$ cat src/rtl/band_mixer.sv
// band_mixer: sums the low/mid/high equalizer bands into one mono sample.
// Two register stages with valid/ready flow control. Stage 1 registers the
// widened sum. Stage 2 applies the arithmetic shift, saturates to DATA_W,
// and flags clipped samples.
// Optional feature macro: MIXER_CLIP_CNT_EN adds clip_clr/clip_count, a
// saturating count of clipped samples that were transferred.
`timescale 1ns/1ps
module band_mixer #(
    parameter int DATA_W = 16,
    parameter int SHIFT  = 0
) (
    input  logic                     clk,
    input  logic                     reset,
    input  logic                     in_valid,
    output logic                     in_ready,
    input  logic signed [DATA_W-1:0] low_in,
    input  logic signed [DATA_W-1:0] mid_in,
    input  logic signed [DATA_W-1:0] high_in,
    output logic                     out_valid,
    input  logic                     out_ready,
    output logic signed [DATA_W-1:0] mix_out,
    output logic                     clip
`ifdef MIXER_CLIP_CNT_EN
    ,
    input  logic                     clip_clr,
    output logic [15:0]              clip_count
`endif
);

    // Two guard bits are enough: three DATA_W values cannot overflow DATA_W+2.
    localparam int SUM_W = DATA_W + 2;
    localparam logic signed [SUM_W-1:0] SAT_POS = {3'b000, {(DATA_W-1){1'b1}}};
    localparam logic signed [SUM_W-1:0] SAT_NEG = {3'b111, {(DATA_W-1){1'b0}}};

    if (SHIFT < 0 || SHIFT > 2) begin : g_bad_shift
        $error("band_mixer: SHIFT must be in 0..2");
    end

    // Sign-extend each band to the sum width.
    logic signed [DATA_W-1:0] band_in  [3];
    logic signed [SUM_W-1:0]  band_ext [3];

    assign band_in[0] = low_in;
    assign band_in[1] = mid_in;
    assign band_in[2] = high_in;

    for (genvar gi = 0; gi < 3; gi++) begin : g_ext
        assign band_ext[gi] = {{2{band_in[gi][DATA_W-1]}}, band_in[gi]};
    end

    logic                    s1_valid_q, s1_valid_d;
    logic signed [SUM_W-1:0] s1_sum_q,   s1_sum_d;
    logic                    out_valid_q, out_valid_d;
    logic signed [DATA_W-1:0] mix_q,     mix_d;
    logic                    clip_q,     clip_d;

    logic                    s2_adv;
    logic                    s1_adv;
    logic signed [SUM_W-1:0] sh;
    logic signed [DATA_W-1:0] sat_val;
    logic                    sat_clip;

    // Each stage moves when its downstream slot is empty or being drained.
    // in_ready depends only on registered state and out_ready, never on in_valid.
    assign s2_adv   = !out_valid_q || out_ready;
    assign s1_adv   = !s1_valid_q || s2_adv;
    assign in_ready = s1_adv;

    // Scale and saturate the stage-1 sum into the output range.
    always_comb begin
        sh       = s1_sum_q >>> SHIFT;
        sat_val  = sh[DATA_W-1:0];
        sat_clip = 1'b0;
        if (sh > SAT_POS) begin
            sat_val  = SAT_POS[DATA_W-1:0];
            sat_clip = 1'b1;
        end else if (sh < SAT_NEG) begin
            sat_val  = SAT_NEG[DATA_W-1:0];
            sat_clip = 1'b1;
        end
    end

    // Next-state logic for both pipeline stages.
    always_comb begin
        s1_valid_d  = s1_valid_q;
        s1_sum_d    = s1_sum_q;
        out_valid_d = out_valid_q;
        mix_d       = mix_q;
        clip_d      = clip_q;
        if (s1_adv) begin
            s1_valid_d = in_valid;
            if (in_valid) begin
                s1_sum_d = band_ext[0] + band_ext[1] + band_ext[2];
            end
        end
        if (s2_adv) begin
            out_valid_d = s1_valid_q;
            if (s1_valid_q) begin
                mix_d  = sat_val;
                clip_d = sat_clip;
            end
        end
    end

    // Pipeline registers; reset discards anything in flight.
    always_ff @(posedge clk) begin
        if (reset) begin
            s1_valid_q  <= 1'b0;
            s1_sum_q    <= '0;
            out_valid_q <= 1'b0;
            mix_q       <= '0;
            clip_q      <= 1'b0;
        end else begin
            s1_valid_q  <= s1_valid_d;
            s1_sum_q    <= s1_sum_d;
            out_valid_q <= out_valid_d;
            mix_q       <= mix_d;
            clip_q      <= clip_d;
        end
    end

    assign out_valid = out_valid_q;
    assign mix_out   = mix_q;
    assign clip      = clip_q;

`ifdef MIXER_CLIP_CNT_EN
    logic [15:0] clip_count_q, clip_count_d;

    // Count clipped samples that actually leave the block. The count sticks
    // at all-ones, and a clear takes priority over an increment.
    always_comb begin
        clip_count_d = clip_count_q;
        if (clip_clr) begin
            clip_count_d = '0;
        end else if (out_valid_q && out_ready && clip_q && (clip_count_q != 16'hFFFF)) begin
            clip_count_d = clip_count_q + 16'd1;
        end
    end

    // Clip counter register.
    always_ff @(posedge clk) begin
        if (reset) begin
            clip_count_q <= '0;
        end else begin
            clip_count_q <= clip_count_d;
        end
    end

    assign clip_count = clip_count_q;
`endif

endmodule

$ cat config.mk
export PLATFORM = sky130hd
export DESIGN_NAME = band_mixer
export DESIGN_NICKNAME = d
export VERILOG_FILES = /design/src/rtl/band_mixer.sv
export SDC_FILE = /design/constraint.sdc
export NUM_CORES = 1
export LEC_CHECK = 0
export ABC_AREA = 1
export BUFFER_PORTS_ARGS = -buffer_cell sky130_fd_sc_hd__buf_4
export CORE_MARGIN = 4
export CORE_UTILIZATION = 55
export CTS_BUF_LIST = sky130_fd_sc_hd__clkbuf_4
export CTS_CLUSTER_DIAMETER = 40
export DETAILED_ROUTE_END_ITERATION = 6
export PLACE_DENSITY = 0.83
export SLEW_MARGIN = 40
export SYNTH_ARGS = -nofsm -noshare
export SYNTH_HDL_FRONTEND = slang
export SYNTH_SLANG_ARGS = --single-unit
$ cat constraint.sdc
create_clock -name clk -period 2.5 [get_ports clk]
set_input_delay 0.125 -clock clk [delete_from_list [all_inputs] [get_ports clk]]
set_output_delay 0.125 -clock clk [all_outputs]
set_load 0.02 [all_outputs]
* After elaboration in Yosys (flattened, before gate mapping)
Index checks and enable logic that the tools add are counted.
** Cells by class
- $add $sub $neg :: 2
- Order comparisons :: 2
- Multiplexer cells :: 4
- Reductions and logical operators :: 6
** Operators with widths (count)
- $mux 16 :: 2
- $add 17x16->18 :: 1
- $gt 18x16->1 const B :: 1
- $lt 18x16->1 const B :: 1
- $add 16x16->17 :: 1
- $reduce_and 2->1 :: 2
- $logic_not 1->1 :: 2
- $logic_or 1x1->1 :: 2
- $mux 1 :: 2
** Storage, ports and cells
- Register bits :: 37
- Output and inout port bits :: 19

* Depth between registers and ports, before layout
Gate-level depths: netlist of run 1.
- Depth in word-level cells :: 4
- Gate-level depth with buffers :: 15
- Depth with buffers taken out :: 15

* Worst setup path before layout of run 1
No wires, ideal clock.
- Kind :: in2reg
- Start :: input port low_in[1]
- End :: register s1_sum_q[17]
- Library setup time :: 0.109 ns
- Arrival time :: 1.826 ns
- Required time :: 2.391 ns
- Setup slack :: 0.565 ns
- Stages on the path :: 13
- Buffers on the path :: 0
- Cell sequence :: fa_1 > ha_1 > fa_1 > nand2_1 > nand2_1 > nand3_1 > nand2_1 > nand2_1 > nand2_1 > nand2_1 > nand3_1 > nand2_1 > inv_1
** On the way
- Word-level cells in the longest chain between the ends :: 2
** Ends and longest elaborated chain
- from (decl) :: RTL line 16 : input logic signed [DATA_W-1:0] low_in,
- $add 16x16->17 :: RTL line 93 : s1_sum_d = band_ext[0] + band_ext[1] + band_ext[2];
- $add 17x16->18 :: RTL line 93
- to (signal assigned) :: RTL line 115 : s1_sum_q <= s1_sum_d;
- to (decl) :: RTL line 52 : logic signed [SUM_W-1:0] s1_sum_q, s1_sum_d;
No other way between the ends.
A chain may end at the register's enable or synchronous reset.

* Worst setup path after layout of run 1
- Start :: input port low_in[1]
- End :: register s1_sum_q[13]
The elaborated chain is that of the path after synthesis.

==> metrics.md, run 1 <==
| Metric | Value |
|---|---|
| Status | `completed` |
| H-tree Lvls | `2` |
| Clk_skew | `0.0106 ns` |
| Crit-path cells | `buf_4 > fa_1 > ha_1 > fa_1 > nand2_1 > nand2_1 > nand3_1 > nand2_1 > nand2_1 > nand2_1 > nand2_1 > nand3_1 > nand2_1 > inv_1` |
| Row Count | `25` |
| Buffers & Inverters on Critical Path | `2` |
| Crit-path max FO | `3` |
| Post-DP HPWL | `4.88 mm` |
| GR Overflow Total | `0` |
| # placed instances | `529` |
| DR DRC count | `0` |
| Net Count, Synth | `486` |
| Vias per cell | `4.79` |
| Worst ir drop on vdd | `0.000276 V` |
| Die X | `78.5 um` |
| Vias in the first global route | `2450` |
| Crit path required time | `2.76 ns` |
| Final count of pins violating max slew | `0` |
| Share of post-route cells with drive strength above 1 | `19.6%` |
| Yosys cell types | `28` |
| Total power | `1930 uW` |
| Fin crit period | `1.88 ns` |
| Starting Density | `57.4%` |
| Placeable Area | `4750 sq um` |
| Final worst path period share | `75.1%` |
| Diodes inserted | `0` |
| Synth warn | `0` |
| PortBufs | `70` |
| Final instance area | `3360 sq um` |
| Arrival @ worst endpoint | `2.13 ns` |
| Top FF cell, synth | `dfxtp_1` |
| Post-synth EDFFs | `0` |
| Crit end category | `flip-flop` |
| Chip height | `78.5 um` |
| Clock transition at path regs | `0.10 ns` |
| Cts-stage hold buffer count | `0` |
| Clk buf depth | `2` |
| Pin count of the biggest net entering global routing | `38` |
| Dpl cell area | `3280 sq um` |
| WL per Instance | `10.9 um` |
| Clock Latency Late Sink | `0.35 ns` |
| Via count | `2571` |
| Delay of the slowest critical-path stage | `0.47 ns` |
| CTS tree | `built` |
| Routability Congestion | `0.867` |
| PostCTS Resize Cnt | `0` |
| DRT Pass-1 Iters | `5` |
| Root Driver | `clkbuf_4` |
| Global-route wire length before repair | `10.3 mm` |
| Worst-Margin Slew | `0.395 ns` |
| Most common cell after layout, fill and taps aside | `nand2_1` |
| Non-filler cells, final | `537` |
| Routed Antenna Nets | `0` |
| Max transition margin | `73.6%` |
| Initial antenna violation count | `0` |
| FF+latch count, synth | `37` |
| Max Freq | `0.533 GHz` |
| Leakage power | `0.00183 uW` |
| Final setup TNS | `0 ns` |
| # setup viols final | `0` |
| Max cap viols | `0` |
| CTS Buf Count | `5` |
| Most frequent cells in the layout | `119 x nand2_1, 70 x buf_4, 65 x inv_1` |
| Clock Sinks | `37` |
| Most frequent CP cell | `nand2_1` |
| Average size of a mapped cell | `6.81 sq um` |
| Post-synthesis sequential area ratio | `27.1%` |
| Synthesized cell area | `2730 sq um` |
| Cell family with most CP delay | `adder cells` |
| Gr usage total | `20.4%` |
| Syn Inst Count | `401` |
| Die ar. | `6160 sq um` |
| Crit Path Category | `in2reg` |
| Slowest-stage cell, CP | `fa_1` |
| Tightest Hold Check Type | `in2reg` |
| Final WL | `5.86 mm` |
| Setup crit start kind | `primary input` |
| RSZ-0062 raised after global routing | `false` |
| Ys async rst share | `0%` |
| Post-CTS setup buffers | `0` |
| I/O pin total | `71` |
| Pwr Density | `576 nW/um^2` |
| Nets@finish | `554` |
| Syn-to-layout area delta | `23.0%` |
| Fin. Hold Viols | `0` |
| First DRT Iteration DRCs | `127` |
-- registers in the layout, indices dropped and copies added (netlist names) --
register / cells
out_valid: 1
s1_sum_q: 18
clip: 1
s1_valid_q: 1
mix_out: 16
-- worst paths after layout --
| kind | startpoint | end | slack (ns) | cells after the start |
|---|---|---|---|---|
| worst max register to register | out_valid$_SDFFE_PP0P_ | mix_out[4]$_SDFFE_PP0P_ | 1.09 | 5 |
| worst min register to register | s1_sum_q[2]$_SDFFE_PP0P_ | s1_sum_q[2]$_SDFFE_PP0P_ | 0.47 | 2 |
| worst min-delay path | out_ready | out_valid$_SDFFE_PP0P_ | 0.11 | 4 |
| worst max-delay path | low_in[1] | s1_sum_q[13]$_SDFFE_PP0P_ | 0.62 | 14 |
-- metrics by stage --
| step | hold WS [ns] | setup slack [ns] | utilization [%] |
|---|---|---|---|
| detailed placement | 0.452 | 0.243 | 69.0 |
| CTS | 0.107 | 0.611 | 70.7 |
| floorplan | 0.343 | 0.565 | - |
| finish | 0.110 | 0.623 | 70.7 |
| global route | 0.116 | 0.416 | 70.7 |
| global placement | 0.452 | 0.330 | 69.0 |
-- kinds of logic (layout without fill, tap and decap cells) --
logic type,count (synthesis),count (layout),synth area share (%)
buffers and inverters,79,148,11.9
xor gates and xnor gates,4,4,1.28
and+or+nand+nor,195,195,29.8
AOI/OAI and AO/OA,53,53,10.1
DFF,37,37,27.1
adders and majority gates,33,33,19.8
-- synthesized netlist by cell type, types with 4 or more instances --
library cell / n / area share, %
nand2_2: 4 / 0.92
a21oi_1: 31 / 5.7
inv_1: 65 / 8.9
ha_1: 16 / 7.3
nand3_1: 26 / 4.8
nor2_1: 36 / 4.9
fa_1: 17 / 12
nand2_1: 119 / 16
dfxtp_1: 37 / 27
inv_2: 4 / 0.55
o21ai_0: 6 / 1.1
o21ai_1: 14 / 2.6
-- worst min-delay path, delay by kind of cell --
family / cells / cell delay, ns
buf+inv: 2 / 0.13
simple gates: 1 / 0.09
compound gates: 1 / 0.07
-- where the power goes --
group          internal, uW  switching (uW)  total [uW]
combinational           336             502         838
clock                   219             193         412
sequential              651            33.4         685
total                  1210             729        1930
-- per-layer routing --
| layer | global-route usage, % | share of wire [%] |
|---|---|---|
| met1 | 25.7 | 45 |
| met4 | 6.64 | 1.6 |
| met3 | 4.01 | 5.5 |
| met5 | 0 | 0 |
| met2 | 34.8 | 48 |
-- area by class of cell --
class | count | area, sq um
fill | 426 | 1400
clock buffer | 6 | 45.0
multi-input combinational | 285 | 1670
clock inverter | 2 | 33.8
sequential | 37 | 741
inverter | 70 | 265
timing repair buffer | 70 | 526
tap | 67 | 83.8
(Power assumes the default switching activity.)
==> run 2: changes to the inputs <==
- clock period: 2.5 -> 1.75 ns (I/O delays scaled with it)
==> run 2 against run 1 <==
Net effect:
- utilization grew 4.3 points
- die area is the same
- routed wire length grew 3.6%
- non-clock buffer count grew 21
- combinational power grew 68%
- via count grew 4.0%
- global-route usage grew 1.4 points
- power grew 44%
- cell count grew 3.7%
- critical path type unchanged
- largest power group unchanged
- highest routed layer unchanged
==> metrics.md, run 2 (synthesis results as in run 1) <==
| Metric | Value |
|---|---|
| Area of the multi-input gates | `1730 sq um` |
| Total power | `2790 uW` |
| R2r startpoint | `out_valid$_SDFFE_PP0P_` |
| Buffers & Inverters on Critical Path | `2` |
| Net Sw Power | `1070 uW` |
| Clock network fraction of total power | `14.6%` |
| Cts-stage hold buffer count | `0` |
| Global-route wire length before repair | `11.1 mm` |
| Pwr Density | `784 nW/um^2` |
| Total area of sequential cells | `741 sq um` |
| Crit-path max FO | `3` |
| Routed Antenna Nets | `0` |
| Crit end category | `flip-flop` |
| Max reg flops | `18` |
| # setup viols final | `0` |
| Row Count | `25` |
| Worst reg2reg setup slack | `0.37 ns` |
| Clock Latency Late Sink | `0.33 ns` |
| Crit path required time | `1.99 ns` |
| Via count | `2675` |
| Switching Share | `38.5%` |
| Nets@finish | `575` |
| Clock transition at path regs | `0.10 ns` |
| Chip height | `78.5 um` |
| Diodes inserted | `0` |
| Max cap viols | `0` |
| Root Driver | `clkbuf_4` |
| Sequential power share | `35.1%` |
| Routability Congestion | `0.832` |
| Fin crit period | `1.69 ns` |
| Status | `completed` |
| Clk_skew | `0.00720 ns` |
| Die X | `78.5 um` |
| Clock Sinks | `37` |
| Clk buf depth | `2` |
| Share of post-route cells with drive strength above 1 | `26.9%` |
| Most common cell after layout, fill and taps aside | `nand2_1` |
| Fin. Hold Viols | `0` |
| I/O pin total | `71` |
| WL per Instance | `10.9 um` |
| Fillcell total | `420` |
| Vias in the first global route | `2715` |
| Arrival @ worst endpoint | `1.93 ns` |
| Vias per cell | `4.80` |
| PortBufs | `70` |
| Cell family with most CP delay | `adder cells` |
| Most frequent cells in the layout | `109 x nand2_1, 89 x buf_4, 65 x inv_1` |
| Worst ir drop on vdd | `0.000364 V` |
| Worst hold stages | `4` |
| Worst-Margin Slew | `0.388 ns` |
| Starting Density | `57.4%` |
| DR DRC count | `0` |
| Delay of the slowest critical-path stage | `0.48 ns` |
| Slowest-stage cell, CP | `fa_1` |
| Worst R2R End | `mix_out[3]$_SDFFE_PP0P_` |
| Final WL | `6.07 mm` |
| GR Overflow Total | `0` |
| Initial antenna violation count | `0` |
| RSZ-0062 raised after global routing | `true` |
| Most frequent CP cell | `nand2_2` |
| Final setup TNS | `0 ns` |
| Pin count of the biggest net entering global routing | `38` |
| Leakage power | `0.00192 uW` |
| Die ar. | `6160 sq um` |
| Final count of pins violating max slew | `0` |
| CTS tree | `built` |
| First DRT Iteration DRCs | `157` |
| Post-DP HPWL | `5.03 mm` |
| Max Freq | `0.592 GHz` |
| Tightest Hold Check Type | `in2reg` |
| Biggest register | `s1_sum_q` |
| R2r worst-path depth | `5` |
| Combinational power share | `50.3%` |
| CTS Buf Count | `5` |
| Final worst path period share | `96.5%` |
| Crit-path cells | `buf_6 > fa_1 > ha_2 > fa_2 > nand2_2 > nand2_2 > nand3b_1 > nand2_2 > nand2_2 > nand2_1 > nand2_1 > nand3_1 > nand2_1 > inv_1` |
| H-tree Lvls | `2` |
| Crit Path Category | `in2reg` |
| DRT Pass-1 Iters | `4` |
| Hold Path Sink | `s1_valid_q$_SDFFE_PP0N_` |
| Placeable Area | `4750 sq um` |
| Gr usage total | `21.8%` |
| Final design utilization | `74.9%` |
| Setup crit start kind | `primary input` |
| Worst Hold Launch | `out_ready` |
| Max transition margin | `74.1%` |
| Syn-to-layout area delta | `30.5%` |
| Internal | `1720 uW` |
[run 2: area by class of cell]
class | count | area share [%]
inverters | 70 | 7.44
repair buffers | 91 | 19.4
clock buffers | 6 | 1.26
multi-input cells | 285 | 48.7
clock inverters | 1 | 0.105
well taps | 67 | 2.35
flip-flops and latches | 37 | 20.8
[run 2: repair_timing]
item | CTS | global route
hold endpoints to repair | 0 | 0
gates resized for setup | 0 | 20
setup endpoints to repair | 0 | 8
buffers inserted | 0 | 1
[run 2: worst max-delay path by stage]
stage | startpoint | to | slack [ns] | depth (start not counted)
finish | low_in[1] | s1_sum_q[15]$_SDFFE_PP0P_ | 0.06 | 14
global route | low_in[1] | s1_sum_q[15]$_SDFFE_PP0P_ | -0.04 | 14
CTS | low_in[1] | s1_sum_q[15]$_SDFFE_PP0P_ | 0.01 | 14
detailed placement | low_in[1] | s1_sum_q[15]$_SDFFE_PP0P_ | -0.35 | 14
global placement | low_in[1] | s1_sum_q[13]$_SDFFE_PP0P_ | -0.27 | 14
floorplan | low_in[1] | s1_sum_q[15]$_SDFFE_PP0P_ | -0.07 | 13
[run 2: metal layers]
layer | share of wire [%] | wire length [um] | GRT usage, % | vias to the layer above
li1 | - | - | - | 1418
met1 | 43 | 2610 | 25.7 | 1170
met2 | 49 | 3000 | 39.7 | 79
met3 | 6.3 | 380 | 3.90 | 8
met4 | 1.4 | 83 | 6.99 | 0
met5 | 0 | 0 | 0 | -
[run 2: stage by stage]
| stage | setup slack, ns | hold slack [ns] | instance area [sq um] | std cells |
|---|---|---|---|---|
| detailed placement | -0.346 | 0.449 | 3440 | 549 |
| global placement | -0.267 | 0.426 | 3440 | 549 |
| finish | 0.0605 | 0.102 | 3560 | 557 |
| floorplan | -0.0661 | 0.305 | 2740 | 401 |
| CTS | 0.0140 | 0.0929 | 3480 | 556 |
| global route | -0.0386 | 0.0960 | 3560 | 557 |
[run 2: power groups by stage]
stage	Clock, uW	Sequential [uW]	Combinational, uW
global placement	0	994	1300
finish	408	979	1410
detailed placement	0	999	1340
floorplan	0	1020	833
global route	465	993	1620
CTS	419	980	1340
[run 2: worst reg2reg max path, stage by stage (launching register included)]
cell and delay, ns:
dfxtp_1 0.35, nand2_2 0.11, nand2_2 0.22, nor2_4 0.34
o21ai_0 0.16, a21oi_1 0.14
